[src/rtl/ultrasonic_echo_emu.sv]
// HC-SR04 sensor emulator: validates a trig pulse, waits out the burst delay,
// then answers with an Echo pulse whose width encodes the programmed distance.
module ultrasonic_echo_emu #(
   parameter int unsigned TRIG_MIN_CYC  = 500,
   parameter int unsigned BURST_DLY_CYC = 10000,
   parameter int unsigned CYC_PER_CM    = 2900,
   parameter int unsigned MAX_CM        = 400,
   parameter int unsigned TIMEOUT_CYC   = 1900000,
   parameter int unsigned HOLDOFF_CYC   = 500000
) (
   input  logic        clk_50M,
   input  logic        s_rst,
   input  logic        trig,
   input  logic [15:0] dist_cm,
   output logic        Echo,
   output logic        busy,
   output logic        short_trig,
   output logic        ignored_trig,
   output logic [15:0] ping_cnt
);

   typedef enum logic [2:0] {S_IDLE, S_TRIG, S_BURST, S_ECHO, S_HOLD} state_t;

   state_t      state, state_n;
   logic [31:0] cnt, cnt_n;
   logic [31:0] len_q;
   logic        trig_p0, ts, ts_q;
   logic        ts_rise, ts_fall;
   logic        latch_en, ping_inc, short_n, ign_n;

   function automatic logic [31:0] echo_len_f(input logic [15:0] d);
      if (d != 16'd0 && 32'(d) <= 32'(MAX_CM))
         return 32'(d) * 32'(CYC_PER_CM);
      else
         return 32'(TIMEOUT_CYC);
   endfunction

   assign ts_rise = ts & ~ts_q;
   assign ts_fall = ~ts & ts_q;

   always_comb begin
      state_n  = state;
      cnt_n    = cnt;
      latch_en = 1'b0;
      ping_inc = 1'b0;
      short_n  = 1'b0;
      ign_n    = 1'b0;
      case (state)
         S_IDLE: begin
            if (ts_rise) begin
               state_n = S_TRIG;
               cnt_n   = 32'd1;
            end
         end
         S_TRIG: begin
            if (ts_fall) begin
               if (cnt >= 32'(TRIG_MIN_CYC)) begin
                  state_n  = S_BURST;
                  cnt_n    = 32'd0;
                  latch_en = 1'b1;
               end else begin
                  state_n = S_IDLE;
                  short_n = 1'b1;
               end
            end else if (ts && cnt < 32'(TRIG_MIN_CYC)) begin
               cnt_n = cnt + 32'd1;
            end
         end
         S_BURST: begin
            // Echo is a flop loaded from state_n, so leave one cycle early to land
            // the rising edge exactly BURST_DLY_CYC cycles after the fall cycle.
            ign_n = ts_rise;
            if (cnt == 32'(BURST_DLY_CYC) - 32'd2) begin
               state_n = S_ECHO;
               cnt_n   = 32'd1;
            end else begin
               cnt_n = cnt + 32'd1;
            end
         end
         S_ECHO: begin
            ign_n = ts_rise;
            if (cnt == len_q) begin
               state_n  = S_HOLD;
               cnt_n    = 32'd1;
               ping_inc = 1'b1;
            end else begin
               cnt_n = cnt + 32'd1;
            end
         end
         S_HOLD: begin
            ign_n = ts_rise;
            if (cnt == 32'(HOLDOFF_CYC)) begin
               state_n = S_IDLE;
               cnt_n   = 32'd0;
            end else begin
               cnt_n = cnt + 32'd1;
            end
         end
         default: begin
            state_n = S_IDLE;
            cnt_n   = 32'd0;
         end
      endcase
   end

   // stage p0/p1: trig synchronizer and edge-detect history, then FSM and registered outputs
   always_ff @(posedge clk_50M or posedge s_rst) begin
      if (s_rst) begin
         trig_p0      <= 1'b0;
         ts           <= 1'b0;
         ts_q         <= 1'b0;
         state        <= S_IDLE;
         cnt          <= 32'd0;
         Echo         <= 1'b0;
         busy         <= 1'b0;
         short_trig   <= 1'b0;
         ignored_trig <= 1'b0;
         ping_cnt     <= 16'd0;
      end else begin
         trig_p0      <= trig;
         ts           <= trig_p0;
         ts_q         <= ts;
         state        <= state_n;
         cnt          <= cnt_n;
         Echo         <= (state_n == S_ECHO);
         busy         <= (state_n != S_IDLE);
         short_trig   <= short_n;
         ignored_trig <= ign_n;
         if (ping_inc)
            ping_cnt <= ping_cnt + 16'd1;
      end
   end

   // echo length is data: loaded only at an accepted trig fall
   always_ff @(posedge clk_50M) begin
      if (latch_en)
         len_q <= echo_len_f(dist_cm);
   end

endmodule

[config.mk]
export PLATFORM = sky130hd
export DESIGN_NAME = ultrasonic_echo_emu
export DESIGN_NICKNAME = d
export VERILOG_FILES = /design/src/rtl/ultrasonic_echo_emu.sv
export SDC_FILE = /design/constraint.sdc
export NUM_CORES = 1
export LEC_CHECK = 0
export BUFFER_PORTS_ARGS = -buffer_cell sky130_fd_sc_hd__buf_4
export CAP_MARGIN = 10
export CELL_PAD_IN_SITES_DETAIL_PLACEMENT = 1
export CELL_PAD_IN_SITES_GLOBAL_PLACEMENT = 2
export CORE_UTILIZATION = 35
export CTS_BUF_LIST = sky130_fd_sc_hd__clkbuf_2 sky130_fd_sc_hd__clkbuf_4 sky130_fd_sc_hd__clkbuf_8
export DETAILED_ROUTE_END_ITERATION = 8
export PLACE_DENSITY_LB_ADDON = 0.25
export SYNTH_ARGS = -nofsm -noshare
export SYNTH_HDL_FRONTEND = slang
export SYNTH_SLANG_ARGS = --single-unit
[constraint.sdc]
create_clock -name clk_50M -period 7.1 [get_ports clk_50M]
set_clock_uncertainty 0.2 [all_clocks]
set_input_delay 1.42 -clock clk_50M [delete_from_list [all_inputs] [get_ports clk_50M]]
set_output_delay 1.42 -clock clk_50M [all_outputs]
set_load 0.02 [all_outputs]
==> impl_results.rst <==
.. list-table::
   :header-rows: 1

   * - Metric
     - Value
   * - Seq cells post-synth
     - 84
   * - CTS clock-pin slew for the worst setup and hold paths
     - 90 ps
   * - Total standard cell area after synthesis
     - between 7000 and 8000 sq um
   * - Average wire length per cell after detail routing
     - about 17 microns
   * - Pre-antenna DRT Iters
     - 4
   * - Placed Instances
     - 1055
   * - Top cell type's share of synthesized area
     - 0.193
   * - Distinct cell type count of the synthesized netlist
     - 64
   * - Sequential cell area
     - 2230 sq um
   * - Clock tree buffer depth
     - 2
   * - Static leakage
     - roughly 4.0 nW
   * - Mean area per synthesized cell
     - between 9 and 10 sq um
   * - Placer Congestion
     - between 0.8 and 0.9
   * - Non-filler instance count after layout
     - about 1100
   * - Root Buffer
     - sky130_fd_sc_hd__clkbuf_8
   * - Cts bufs inserted
     - 9
   * - Gates resized, CTS repair
     - 0
   * - Number of global-route vias before repair
     - between 5000 and 6000
   * - Normalized max-slew margin
     - 0.284
   * - Synth-to-layout area growth
     - 8.88%
   * - Portion of the post-synthesis area used by sequential elements
     - 0.297
   * - First-iteration detailed-routing DRC count
     - around 240
   * - Minimum clock period
     - 5870 ps
   * - Antenna-violating nets left
     - 0
   * - Clock insertion delay at the later pin of the skew report
     - 370 ps
   * - Largest net degree at the start of global routing
     - 59
   * - Initial antenna violation count
     - 0
   * - Arrival time of the worst setup path
     - between 5000 and 6000 ps
   * - Multi-input gate area
     - between 4000 and 5000 sq um
   * - Data required time at the worst endpoint
     - around 7100 ps
   * - Number of standard-cell rows in the floorplan
     - 53
   * - Wire length of the first global-routing pass
     - 30600 microns
   * - Worst VDD drop
     - 0.101 mV
   * - Aggregate routed wire length
     - about 18000 microns
   * - Cell-internal power
     - between 1 and 1.5 mW
   * - Share of layout cells above drive strength 1
     - 0.117
   * - Most used standard cells in the synthesized netlist
     - 103 x sky130_fd_sc_hd__inv_1, 79 x sky130_fd_sc_hd__ha_1, 62 x sky130_fd_sc_hd__nor2_1
   * - Start point of the worst min-delay path
     - trig_p0$_DFF_PP0_
   * - Type of element capturing the critical path
     - flip-flop
   * - Via count of the routed design
     - around 5400
   * - Synth async-reset ratio
     - 0.690
   * - Setup repair after global routing missed its margin
     - no
   * - Detail Placement HPWL
     - 14700 microns
   * - Power share of the clock group
     - 0.150
   * - Worst-case register-to-register setup slack
     - between 3000 and 4000 ps
   * - Post-CTS Hold Fix Bufs
     - 0
   * - Count of port buffers added during placement
     - 38
   * - Cells taking the most area after synthesis
     - sky130_fd_sc_hd__dfrtp_1 19%, sky130_fd_sc_hd__ha_1 13%, sky130_fd_sc_hd__fa_1 12%, sky130_fd_sc_hd__edfxtp_1 10%, sky130_fd_sc_hd__xnor2_1 5.2%
   * - Drt drc
     - 0
   * - Global route overflow
     - 0
   * - Most area-hungry cell type in the Yosys netlist
     - sky130_fd_sc_hd__dfrtp_1
   * - Clock Sinks
     - 84
   * - Reg power frac
     - 0.226
   * - Dominant cell by count in the synthesized netlist
     - sky130_fd_sc_hd__inv_1
   * - MaxCap Viol Count
     - 0
   * - Die Y-Extent
     - 148 microns
   * - Gate count of the mapped netlist
     - around 760
   * - Effective utilization at floorplan
     - 0.357
   * - Die X
     - ~150 microns
   * - DR vias/cell
     - 5.04
   * - Standard cell core area
     - 21000 sq um
   * - Kind of path behind the tightest hold check
     - flip-flop to flip-flop
   * - Count of synthesis-stage warnings from yosys
     - 0
   * - Post-layout nets
     - a little over 900
   * - Highest achievable clock rate
     - about 170 MHz
   * - CTS tree
     - built
   * - Net switching power figure
     - around 1.0 mW
   * - Number of levels in the clock H-tree
     - 3
   * - Power Density
     - approximately 290 nW/um^2
   * - Number of post-CTS setup repair buffers
     - 0
   * - Number of max-slew violations in the final report
     - 0
   * - Critical Path Fanout Max
     - 5
   * - Number of fill cells
     - about 2400
   * - Proportion of power drawn by combinational gates
     - 0.624
   * - Startpoint type of the worst setup path
     - input pin
   * - Transition time of the tightest slew-check pin
     - about 1100 ps
   * - Worst setup path class
     - input pin to flip-flop
   * - Post-synthesis net count
     - 905
   * - Reg-to-Reg Start
     - cnt[25]$_DFFE_PP0P_
   * - Sw Ratio
     - 0.448
   * - Top-level I/O count
     - 39
   * - Reg2reg end
     - cnt[27]$_DFFE_PP0P_
   * - Hold Path Cell Cnt
     - 0
   * - Outcome
     - complete, no violations
   * - Final setup vio count
     - 0
   * - Worst R2R Path Depth
     - 8
   * - Final Hold Fails
     - 0
   * - Total global-route track usage
     - 0.174
   * - Number of antenna cells inserted
     - 0
   * - Primary FF master, synth
     - sky130_fd_sc_hd__dfrtp_1
   * - Capture endpoint of the worst hold path
     - ts$_DFF_PP0_
   * - Die area
     - approximately 22000 sq um
   * - Period utilisation layout
     - 0.827
   * - Number of flops mapped to enable cells by yosys
     - 26
   * - Summed negative setup slack over all endpoints
     - 0 ps
-- power by group through the flow --
stage / Sequential [mW] / Combinational (mW) / Clock [mW]
global placement: 0.537 / 1.45 / 0
detailed placement: 0.539 / 1.47 / 0
floorplan: 0.529 / 1.15 / 0
CTS: 0.528 / 1.48 / 0.365
finish: 0.528 / 1.46 / 0.351
global route: 0.531 / 1.68 / 0.384
-- critical path: stages --
cell                       delay, ps
sky130_fd_sc_hd__buf_4           130
sky130_fd_sc_hd__ha_1            330
sky130_fd_sc_hd__inv_1            70
sky130_fd_sc_hd__fa_1            530
sky130_fd_sc_hd__inv_1            60
sky130_fd_sc_hd__fa_1            500
sky130_fd_sc_hd__fa_1            540
sky130_fd_sc_hd__inv_1            50
sky130_fd_sc_hd__fa_1            500
sky130_fd_sc_hd__inv_1            40
sky130_fd_sc_hd__ha_1            210
sky130_fd_sc_hd__nor3_1          160
sky130_fd_sc_hd__o2111a_1        230
sky130_fd_sc_hd__or3_1           190
sky130_fd_sc_hd__nand4_1         180
sky130_fd_sc_hd__and3_1          210
sky130_fd_sc_hd__or3_1           340
sky130_fd_sc_hd__a21oi_1         170
-- worst max path at each step --
stage | start | to | slack, ps | cells past startpoint
after floorplan | dist_cm[1] | len_q[25]$_SDFFCE_PN0P_ | 1300 | 16
after global placement | dist_cm[1] | len_q[26]$_SDFFCE_PN0P_ | 880 | 18
after detailed placement | dist_cm[1] | len_q[20]$_SDFFCE_PN1P_ | 820 | 18
after CTS | dist_cm[1] | len_q[26]$_SDFFCE_PN0P_ | 1210 | 18
after global routing | dist_cm[1] | len_q[20]$_SDFFCE_PN1P_ | 910 | 17
final | dist_cm[1] | len_q[27]$_SDFFCE_PN0P_ | 1230 | 18
-- routing by layer --
layer | share of wire | GRT usage
met1 | 0.47 | 0.227
met2 | 0.50 | 0.304
met3 | 0.015 | 0.0178
met4 | 0.014 | 0.0479
met5 | 0 | 0
-- final cells by class --
class	count	share of cell area
Multi-Input combinational cell	551	0.575
Inverter	103	0.0473
Tap cell	275	0.0421
Clock buffer	11	0.0178
Timing Repair Buffer	42	0.0386
Clock inverter	5	0.00643
Sequential cell	84	0.273
-- metrics by stage --
stage               cell area (sq um)  total power, mW  hold slack (ps)  setup slack, ps  utilization
floorplan                        7510             1.68              131             1300            -
CTS                              8180             2.37              168             1210        0.389
global route                     8180             2.59              185              913        0.389
detailed placement               7980             2.00              141              822        0.380
global placement                 7980             1.98              135              881        0.380
finish                           8180             2.34              159             1230        0.389
-- logic make-up after synthesis --
kind of cell	Yosys count	share of synthesized area
fa+ha+maj	125	0.254
flops	84	0.297
compound gates	84	0.0777
xor+xnor	86	0.104
mux	4	0.00567
simple gates	252	0.183
buf+inv	126	0.0780
-- registers in the layout, indices dropped and copies added, names as in the netlist --
name          flops
ping_cnt         16
short_trig        1
trig_p0           1
ignored_trig      1
Echo              1
len_q            26
state             3
busy              1
ts_q              1
cnt              32
ts                1
-- cell usage in the layout (no fill, tap or decap), drive strengths merged, types with 3 or more instances in the layout --
master / count
nand2: 38
nand3: 20
nor2: 72
nor4b: 4
o211ai: 4
nand2b: 5
nor3: 26
o21a: 8
edfxtp: 26
xor2: 37
buf: 42
a211oi: 4
nor3b: 4
nand4: 15
fa: 46
o21ai: 20
and4: 5
and2: 11
ha: 79
o21bai: 3
a21oi: 13
nor4: 25
a31oi: 7
and3: 14
clkbuf: 11
inv: 103
or4: 4
a21o: 11
dfrtp: 58
xnor2: 49
clkinv: 3
Power figures use the tool's default switching activity.
